**config.mk**
```make
export PLATFORM = sky130hd
export DESIGN_NAME = qpp_interleaver
export DESIGN_NICKNAME = d
export VERILOG_FILES = /design/src/rtl/qpp_interleaver.sv
export SDC_FILE = /design/constraint.sdc
export NUM_CORES = 2
export LEC_CHECK = 0
export ABC_CLOCK_PERIOD_IN_PS = 5400
export CELL_PAD_IN_SITES_DETAIL_PLACEMENT = 0
export CELL_PAD_IN_SITES_GLOBAL_PLACEMENT = 2
export CORE_ASPECT_RATIO = 1.5
export CORE_UTILIZATION = 30
export CTS_BUF_LIST = sky130_fd_sc_hd__clkbuf_8
export DETAILED_ROUTE_END_ITERATION = 6
export PLACE_DENSITY_LB_ADDON = 0.05
export REMOVE_ABC_BUFFERS = 1
export SYNTH_ARGS = -nofsm -noshare
export SYNTH_HDL_FRONTEND = slang
export SYNTH_SLANG_ARGS = --single-unit
```
**constraint.sdc**
```tcl
create_clock -name clk -period 5.4 [get_ports clk]
set_input_delay 0.81 -clock clk [delete_from_list [all_inputs] [get_ports clk]]
set_output_delay 0.81 -clock clk [all_outputs]
set_load 0.02 [all_outputs]
```
**src/rtl/qpp_interleaver.sv**
```systemverilog
// Turbo-encoder feeder: buffers one code block, then replays it in natural (ck) and QPP-interleaved (ckp) order.
// Optional macro INTLV_BYPASS_EN adds a 'bypass' input that forces ckp to natural order for the block.
module qpp_interleaver #(
    parameter int K0    = 1056,
    parameter int F1_0  = 17,
    parameter int F2_0  = 66,
    parameter int K1    = 16,
    parameter int F1_1  = 1,
    parameter int F2_1  = 4,
    parameter int GUARD = 4
) (
    input  logic clk,
    input  logic aclr,
    input  logic K,
    input  logic in_bit,
    input  logic in_valid,
`ifdef INTLV_BYPASS_EN
    input  logic bypass,
`endif
    output logic in_ready,
    input  logic enc_busy,
    output logic data_ready,
    output logic ck,
    output logic ckp,
    output logic active
);

    localparam int AW = $clog2(K0);
    localparam int GW = $clog2(GUARD + 1);

    localparam logic [AW-1:0] KSEL_0 = AW'(K0);
    localparam logic [AW-1:0] KSEL_1 = AW'(K1);
    localparam logic [AW-1:0] G0_0   = AW'((F1_0 + F2_0) % K0);
    localparam logic [AW-1:0] G0_1   = AW'((F1_1 + F2_1) % K1);
    localparam logic [AW-1:0] STEP_0 = AW'((2 * F2_0) % K0);
    localparam logic [AW-1:0] STEP_1 = AW'((2 * F2_1) % K1);

    typedef enum logic [2:0] {S_IDLE, S_LOAD, S_ARM, S_OUT, S_GUARD} state_t;

    state_t         state_reg;
    logic [AW-1:0]  ksel_reg;
    logic [AW-1:0]  g0_reg;
    logic [AW-1:0]  step_reg;
    logic [AW-1:0]  wr_cnt_reg;
    logic [AW-1:0]  i_reg;
    logic [AW-1:0]  pi_reg;
    logic [AW-1:0]  g_reg;
    logic [GW-1:0]  guard_cnt_reg;
    logic           data_ready_reg;
    logic           active_reg;
    logic           bypass_reg;

    logic           accept;
    logic           wr_en;
    logic [AW-1:0]  wr_addr;
    logic [AW-1:0]  i_next;
    logic [AW-1:0]  pi_next;
    logic [AW-1:0]  pi_mod;
    logic [AW-1:0]  g_next;
    logic [AW:0]    pi_sum;
    logic [AW:0]    g_sum;
    logic           last_bit;
    logic [1:0][AW-1:0] rd_addr;

    logic buf_mem [0:K0-1];

    assign in_ready = ((state_reg == S_IDLE) || (state_reg == S_LOAD)) && !aclr;
    assign accept   = in_valid && in_ready;
    assign wr_en    = accept;
    assign wr_addr  = (state_reg == S_IDLE) ? '0 : wr_cnt_reg;
    assign last_bit = (i_reg == ksel_reg - AW'(1));

    // Both recurrences keep operands below Ksel, so one conditional subtract wraps them.
    always_comb begin
        pi_sum = {1'b0, pi_reg} + {1'b0, g_reg};
        g_sum  = {1'b0, g_reg} + {1'b0, step_reg};
        if (pi_sum >= {1'b0, ksel_reg})
            pi_mod = AW'(pi_sum - {1'b0, ksel_reg});
        else
            pi_mod = AW'(pi_sum);
        if (g_sum >= {1'b0, ksel_reg})
            g_next = AW'(g_sum - {1'b0, ksel_reg});
        else
            g_next = AW'(g_sum);
        i_next  = i_reg + AW'(1);
        pi_next = bypass_reg ? i_next : pi_mod;
    end

    // Address for the bit shown next cycle; parks at 0 so ARM pre-reads bit 0.
    always_comb begin
        rd_addr[0] = '0;
        rd_addr[1] = '0;
        if (state_reg == S_OUT && !last_bit) begin
            rd_addr[0] = i_next;
            rd_addr[1] = pi_next;
        end
    end

    always_ff @(posedge clk) begin
        if (wr_en)
            buf_mem[wr_addr] <= in_bit;
    end

    genvar gi;
    generate
        for (gi = 0; gi < 2; gi++) begin : g_rd
            logic rd_q;
            always_ff @(posedge clk) begin
                rd_q <= buf_mem[rd_addr[gi]];
            end
        end
    endgenerate

    assign ck         = g_rd[0].rd_q & active_reg;
    assign ckp        = g_rd[1].rd_q & active_reg;
    assign data_ready = data_ready_reg;
    assign active     = active_reg;

`ifdef INTLV_BYPASS_EN
    always_ff @(posedge clk) begin
        if (aclr)
            bypass_reg <= 1'b0;
        else if (state_reg == S_IDLE && accept)
            bypass_reg <= bypass;
    end
`else
    assign bypass_reg = 1'b0;
`endif

    always_ff @(posedge clk) begin
        if (aclr) begin
            state_reg      <= S_IDLE;
            ksel_reg       <= '0;
            g0_reg         <= '0;
            step_reg       <= '0;
            wr_cnt_reg     <= '0;
            i_reg          <= '0;
            pi_reg         <= '0;
            g_reg          <= '0;
            guard_cnt_reg  <= '0;
            data_ready_reg <= 1'b0;
            active_reg     <= 1'b0;
        end else begin
            data_ready_reg <= 1'b0;
            case (state_reg)
                S_IDLE: begin
                    if (accept) begin
                        ksel_reg   <= K ? KSEL_1 : KSEL_0;
                        g0_reg     <= K ? G0_1 : G0_0;
                        step_reg   <= K ? STEP_1 : STEP_0;
                        wr_cnt_reg <= AW'(1);
                        state_reg  <= S_LOAD;
                    end
                end
                S_LOAD: begin
                    if (accept) begin
                        if (wr_cnt_reg == ksel_reg - AW'(1)) begin
                            wr_cnt_reg <= '0;
                            state_reg  <= S_ARM;
                        end else begin
                            wr_cnt_reg <= wr_cnt_reg + AW'(1);
                        end
                    end
                end
                S_ARM: begin
                    if (!enc_busy) begin
                        i_reg          <= '0;
                        pi_reg         <= '0;
                        g_reg          <= g0_reg;
                        data_ready_reg <= 1'b1;
                        active_reg     <= 1'b1;
                        state_reg      <= S_OUT;
                    end
                end
                S_OUT: begin
                    if (last_bit) begin
                        active_reg    <= 1'b0;
                        guard_cnt_reg <= '0;
                        state_reg     <= S_GUARD;
                    end else begin
                        i_reg  <= i_next;
                        pi_reg <= pi_next;
                        g_reg  <= g_next;
                    end
                end
                S_GUARD: begin
                    if (guard_cnt_reg == GW'(GUARD - 1)) begin
                        guard_cnt_reg <= '0;
                        state_reg     <= S_IDLE;
                    end else begin
                        guard_cnt_reg <= guard_cnt_reg + GW'(1);
                    end
                end
                default: state_reg <= S_IDLE;
            endcase
        end
    end

endmodule

```
# [Word-level counts from Yosys, hierarchy flattened]
# Memories as Yosys holds them, arrays and structs flattened. A register that Yosys moved wholly into a read port is not among the register bits.
# Index checks and enable logic that the tools add are counted.
[op_classes] n_addsub=8 n_lt_le_gt_ge=2 eq_ne=14 muxes=35 n_bitwise=3 reduce_logical=17
[ops] cell="$mux W11" n=12
[ops] cell="$pmux W11 S2" n=4
[ops] cell="$add A11 B11 Y12" n=2
[ops] cell="$ge A12 B11 Y1" n=2
[ops] cell="$mux W3" n=8
[ops] cell="$add A11 B1 Y11 const B" n=2
[ops] cell="$eq A11 B11 Y1" n=2
[ops] cell="$mux W22" n=1
[ops] cell="$sub A11 B11 Y11" n=2
[ops] cell="$pmux W3 S5" n=1
[ops] cell="$ne A2 B2 Y1 const B" n=6
[ops] cell="$sub A11 B1 Y11 const B" n=1
[ops] cell="$eq A3 B2 Y1 const B" n=3
[ops] cell="$reduce_and A3 Y1" n=3
[ops] cell="$mux W8" n=1
[ops] cell="$mux W7" n=1
[ops] cell="$pmux W3 S2" n=1
[ops] cell="$reduce_and A6 Y1" n=1
[ops] cell="$reduce_bool A2 Y1" n=3
[ops] cell="$mux W1" n=5
[ops] cell="$reduce_and A2 Y1" n=2
[ops] cell="$add A3 B1 Y3 const B" n=1
[ops] cell="$eq A3 B1 Y1 const B" n=1
[ops] cell="$eq A3 B3 Y1 const B" n=1
[ops] cell="other kinds (9)" n=13
[totals] reg_bits=85 ramBits=1056 in_bits=6 output_inout_bits=5 memories=1
[memory_table] name="buf_mem" words=1056 word_bits=1 read_ports=2 rd_clocked_by_memory_dff=2 write_ports=1 line_no="65" rtl="logic buf_mem [0:K0-1];"

# [Longest topological paths before layout]
[depth] ltp_word=6 ltp_mapped=21 mapped_depth_nobuf=19

# [Least setup slack after synthesis]
# Ideal clock, no wire load.
[synth_path] kind="reg2reg" start="register pi_reg[0]" end="register g_rd[1].rd_q (read register of buf_mem)" arrival_ns=4.591 required_ns=5.266 slack_ns=0.675 stages_incl_launch_ff=21 path_cell_list="dfxtp_1 ha_1 fa_1 a21o_1 a221oi_4 nor2_1 a311oi_1 xnor2_1 ha_1 nor3_1 a32o_1 and2_1 clkbuf_1 nor3_1 nor4bb_1 clkbuf_2 nand2_1 o32a_1 a2111oi_1 a2111oi_0 or4_1"
[synth_between] elab_chain_len=4
[synth_rtl] element="from (decl)" line_no="46" rtl="logic [AW-1:0] pi_reg;"
[synth_rtl] element="from (signal assigned)" line_no="182" rtl="pi_reg <= pi_next;"
[synth_rtl] element="$add A11 B11 Y12 *" line_no="75" rtl="pi_sum = {1'b0, pi_reg} + {1'b0, g_reg};"
[synth_rtl] element="$sub A11 B11 Y11 / $ge A12 B11 Y1 (equally long branches)" line_no="78, 77"
[synth_rtl] element="$mux W11 *" line_no="77" rtl="if (pi_sum >= {1'b0, ksel_reg})"
[synth_rtl] element="$mux W22 *" line_no="93" rtl="if (state_reg == S_OUT && !last_bit) begin"
[synth_rtl] element="to (decl)" line_no="107" rtl="logic rd_q;"
# Every way passes the cells marked *; elsewhere a longest branch is shown, timed or not.
# A chain may end at the register's enable or synchronous reset.

# [Final worst setup path]
[layout_path] start="register state_reg[1]" end="register g_rd[0].rd_q (read register of buf_mem)"
[layout_between] elab_chain_len=3
[layout_rtl] element="from (decl)" line_no="40" rtl="state_t state_reg;"
[layout_rtl] element="from (signal assigned)" line_no="132" rtl="state_reg <= S_IDLE;"
[layout_rtl] element="from (signal assigned)" line_no="152" rtl="state_reg <= S_LOAD;"
[layout_rtl] element="from (signal assigned)" line_no="159" rtl="state_reg <= S_ARM;"
[layout_rtl] element="$eq A3 B2 Y1" line_no="93"
[layout_rtl] element="$logic_and A1 B1 Y1" line_no="93"
[layout_rtl] element="$mux W22" line_no="93"
[layout_rtl] element="to (decl)" line_no="107"
# Every way passes these cells.

==> impl_metrics.toml <==
[floorplan]
rows = 200
start_util_pct = 30.2
core_region_area_mm2 = 0.198
io_pins = 11
die_y_um = 549
dieArea_mm2 = 0.201
die_w_um = 366

[timing]
setup_violations = 0
timing.slew.headroom_pct = 1.88
grt_setup_unrepaired = "yes"
fin_tns_setup_ns = 0
slew_viol_final = 0
fin_ws_ns = 0.201
fin_crit_ns = 5.20
fin_crit_sh_pct = 96.3
worst_slew_pin_slew_ns = 1.46
hold_violations = 0
final.setup_skew_ns = 0.0633
fmax_ghz = 0.192

[min_path]
min-delay-path-class = "primary input to flop"
worstHoldStart = "aclr"

[clock_network]
cts_num_sinks = 1113
clk_latency_ns = 0.98
clkTransAtPathRegs_ns = 0.06
cts_buffer_depth = 4
htree_num_levels = 4
holdBufCountCts = 0
cts_tree = "yes"
cts_buffers = 203
cts-root-buf = "clkbuf_8"

[finish]
nFillCells = 20211
nets = 5958
largest-register = "buf_mem"
post-route-util_pct = 34.8
largest_reg_flops = 1056
design_area_mm2 = 0.0689
drive_above_1_share_pct = 15.1
area_growth_pct = 15.2

[route]
drtIter0Drc = 5540
first_pass_iters = 6
avgViaCountPerCell = 5.96
remaining_drc_errors = 0
vias = 51832
final_antenna_net_count = 0
drt-wirelength-per-cell_um = 38.2
wl_mm = 333

[logic_synthesis]
synth-xor-area-share_pct = 0.777
synth_compound_gate_area_share_pct = 14.2
synth_warnings = 0
synth_adder_area_share_pct = 0.657
synth_top_family_by_area = "simple AND/OR/NAND/NOR gates"
synth-simple-area-share_pct = 16.5
synth.area.mux_share_pct = 8.88
synth_seq_cells = 1113
async_flop_share_pct = 0
synth-seq-area-share_pct = 55.0
postSynthCellCount = 5859
yosysUniqueCellTypes = 93
syn_avg_cell_area_um2 = 10.2
syn_area_mm2 = 0.0598
synth_edf_count = 1056
synthFlopType = "edfxtp_1"

[setup_path]
worstSetupPathType = "flop to flop"
startpoint = "state_reg[1]"
critPathMaxStageDelay_ns = 0.99
cp.required_ns = 6.25
cp_max_fo = 19
critPathCaptureType = "flop"
r2r-start = "state_reg[1]"
cp.arrival_ns = 6.05
crit_top_cell = "buf_4"
crit_slowest_cell = "o211ai_1"
crit_path_start_kind = "flop"
path_cells = "and3b_1, buf_4, nand3_4, buf_12, buf_4, o211ai_1, nand3_2, a21oi_1, a311oi_1, a22oi_1, buf_4, a2bb2oi_1, a32oi_1, a311o_1"

[global_route]
globalRouteOverflowTotal = 0
grt_pass1_vias = 50872
grt_pass1_wl_mm = 447
antenna_found_initial = 26
grt_max_degree = 173
grtUsageTotal_pct = 32.3

[power]
finalPower_mw = 17.6
ir_worst_vdd_v = 0.000158
power_density_mw_per_mm2 = 255
cellLeakagePower_nw = 21.5

[place]
portBuffers = 10
dp_worst_setup_slack_ns = -0.0665
placed_cell_area_mm2 = 0.0653
gp_congestion = 0.908
place_hpwl_mm = 212

[run]
drv_cap = 0

[status]
status = "finished clean"
[critical path, delay by kind of cell, from the launching register on]
kind,cells,cell delay [ns]
AO/OA/AOI/OAI,7,2.23
AND/OR/NAND/NOR,3,1.13
buffers and inverters,4,1.08
flip-flops,1,0.54
[cells in the final DEF (no fill, tap or decap), types with 14 or more instances in the layout]
cell type	instances
o21ai_0	151
ha_1	24
a211oi_1	115
xor2_1	22
nor3_1	89
nand4_1	20
mux2i_1	262
a221oi_1	23
nor2b_1	31
a2111oi_0	16
buf_12	65
nor2_1	1223
clkbuf_8	208
o211ai_1	50
clkinv_2	23
nand2_2	15
nor4_1	14
mux2_2	57
a21oi_1	306
edfxtp_1	1056
inv_1	67
clkinv_1	64
or3_1	19
xnor2_1	27
mux4_2	89
dfxtp_1	56
and3_1	34
a31oi_1	126
a22oi_1	72
buf_4	358
a311oi_1	27
o22ai_1	151
nand3_1	143
o221ai_1	74
nand2_1	702
[power by group]
part / leakage (nW) / switching [mW] / internal, mW / total (mW)
registers: 9.95 / 0.00886 / 9.45 / 9.45
clock network: 1.99 / 3.95 / 3.58 / 7.53
logic: 9.61 / 0.432 / 0.152 / 0.585
[final cells by class]
cell class                      count  area, um^2  area share [%]
Clock inverter                    143         597           0.867
Clock buffer                      208        2860            4.16
Timing Repair Buffer              433        4090            5.94
Sequential cell                  1113       32900            47.7
Multi-Input combinational cell   4157       25100            36.4
Antenna cell                        7        17.5          0.0254
Tap cell                         2626        3290            4.77
Inverter                           15        61.3          0.0890
[cells by family (layout without fill, tap and decap cells)]
logic type,Yosys count,in the layout
and+or+nand+nor,2391,2391
buffers and inverters,589,799
xor gates and xnor gates,53,53
muxes,410,410
DFF,1113,1113
AOI/OAI and AO/OA,1274,1274
adders and majority gates,29,29
other,0,7
[timing repair]
| item | 4_1_cts | 5_1_grt |
|---|---|---|
| pin swaps | 0 | 4 |
| buffers inserted | 0 | 0 |
| hold endpoints to repair | 0 | 0 |
| endpoints found under the setup margin | 1 | 2 |
| gates resized for setup | 1 | 12 |
[through the flow]
stage	instances	hold WS, ns
final	8702	0.0835
after floorplan	5285	0.426
after global routing	8697	0.0664
after detailed placement	8344	0.453
after CTS	8695	0.0135
after global placement	8344	0.456
[cell usage after synthesis (all sizes together), types with 10 or more instances]
library cell	count	area (um^2)
nor2b	31	194
mux2	58	653
nand4	20	125
and3	34	213
nand3	154	776
o21ai	162	837
dfxtp	57	1140
a21o	10	75.1
a311oi	29	260
a211oi	119	893
o2111ai	13	114
edfxtp	1056	31700
buf	219	1060
o32ai	11	96.3
ha	25	313
a221oi	24	228
a2111oi	19	186
o22ai	151	945
o211ai	51	388
nor2	1234	4640
clkbuf	355	1340
o221ai	74	648
mux2i	262	2620
a31oi	126	788
mux4	90	2030
a22o	13	114
a22oi	73	548
or3	21	131
xor2	24	210
a21oi	311	1560
inv	15	56.3
nor4	16	113
xnor2	29	254
nand2	727	2730
and2	12	75.1
nor3	97	495
[metal layers]
metal | global-route usage (%) | part of all wire, % | routed length (um) | vias to the layer above
met5 | 0 | 0.020 | 66 | -
met2 | 55.1 | 48 | 161000 | 2238
met1 | 38.8 | 39 | 128000 | 27111
met3 | 4.85 | 6.2 | 20600 | 711
li1 | - | - | - | 21760
met4 | 18.4 | 6.8 | 22600 | 12
[worst paths after layout]
kind                   endpoint  slack (ns)  depth (start not counted)
setup reg to reg   g_rd[0].rd_q        0.20                         14
hold / removal    wr_cnt_reg[0]        0.08                          2
hold reg to reg        g_reg[0]        0.46                          2
setup / recovery   g_rd[0].rd_q        0.20                         14
Power figures use the tool's default switching activity.
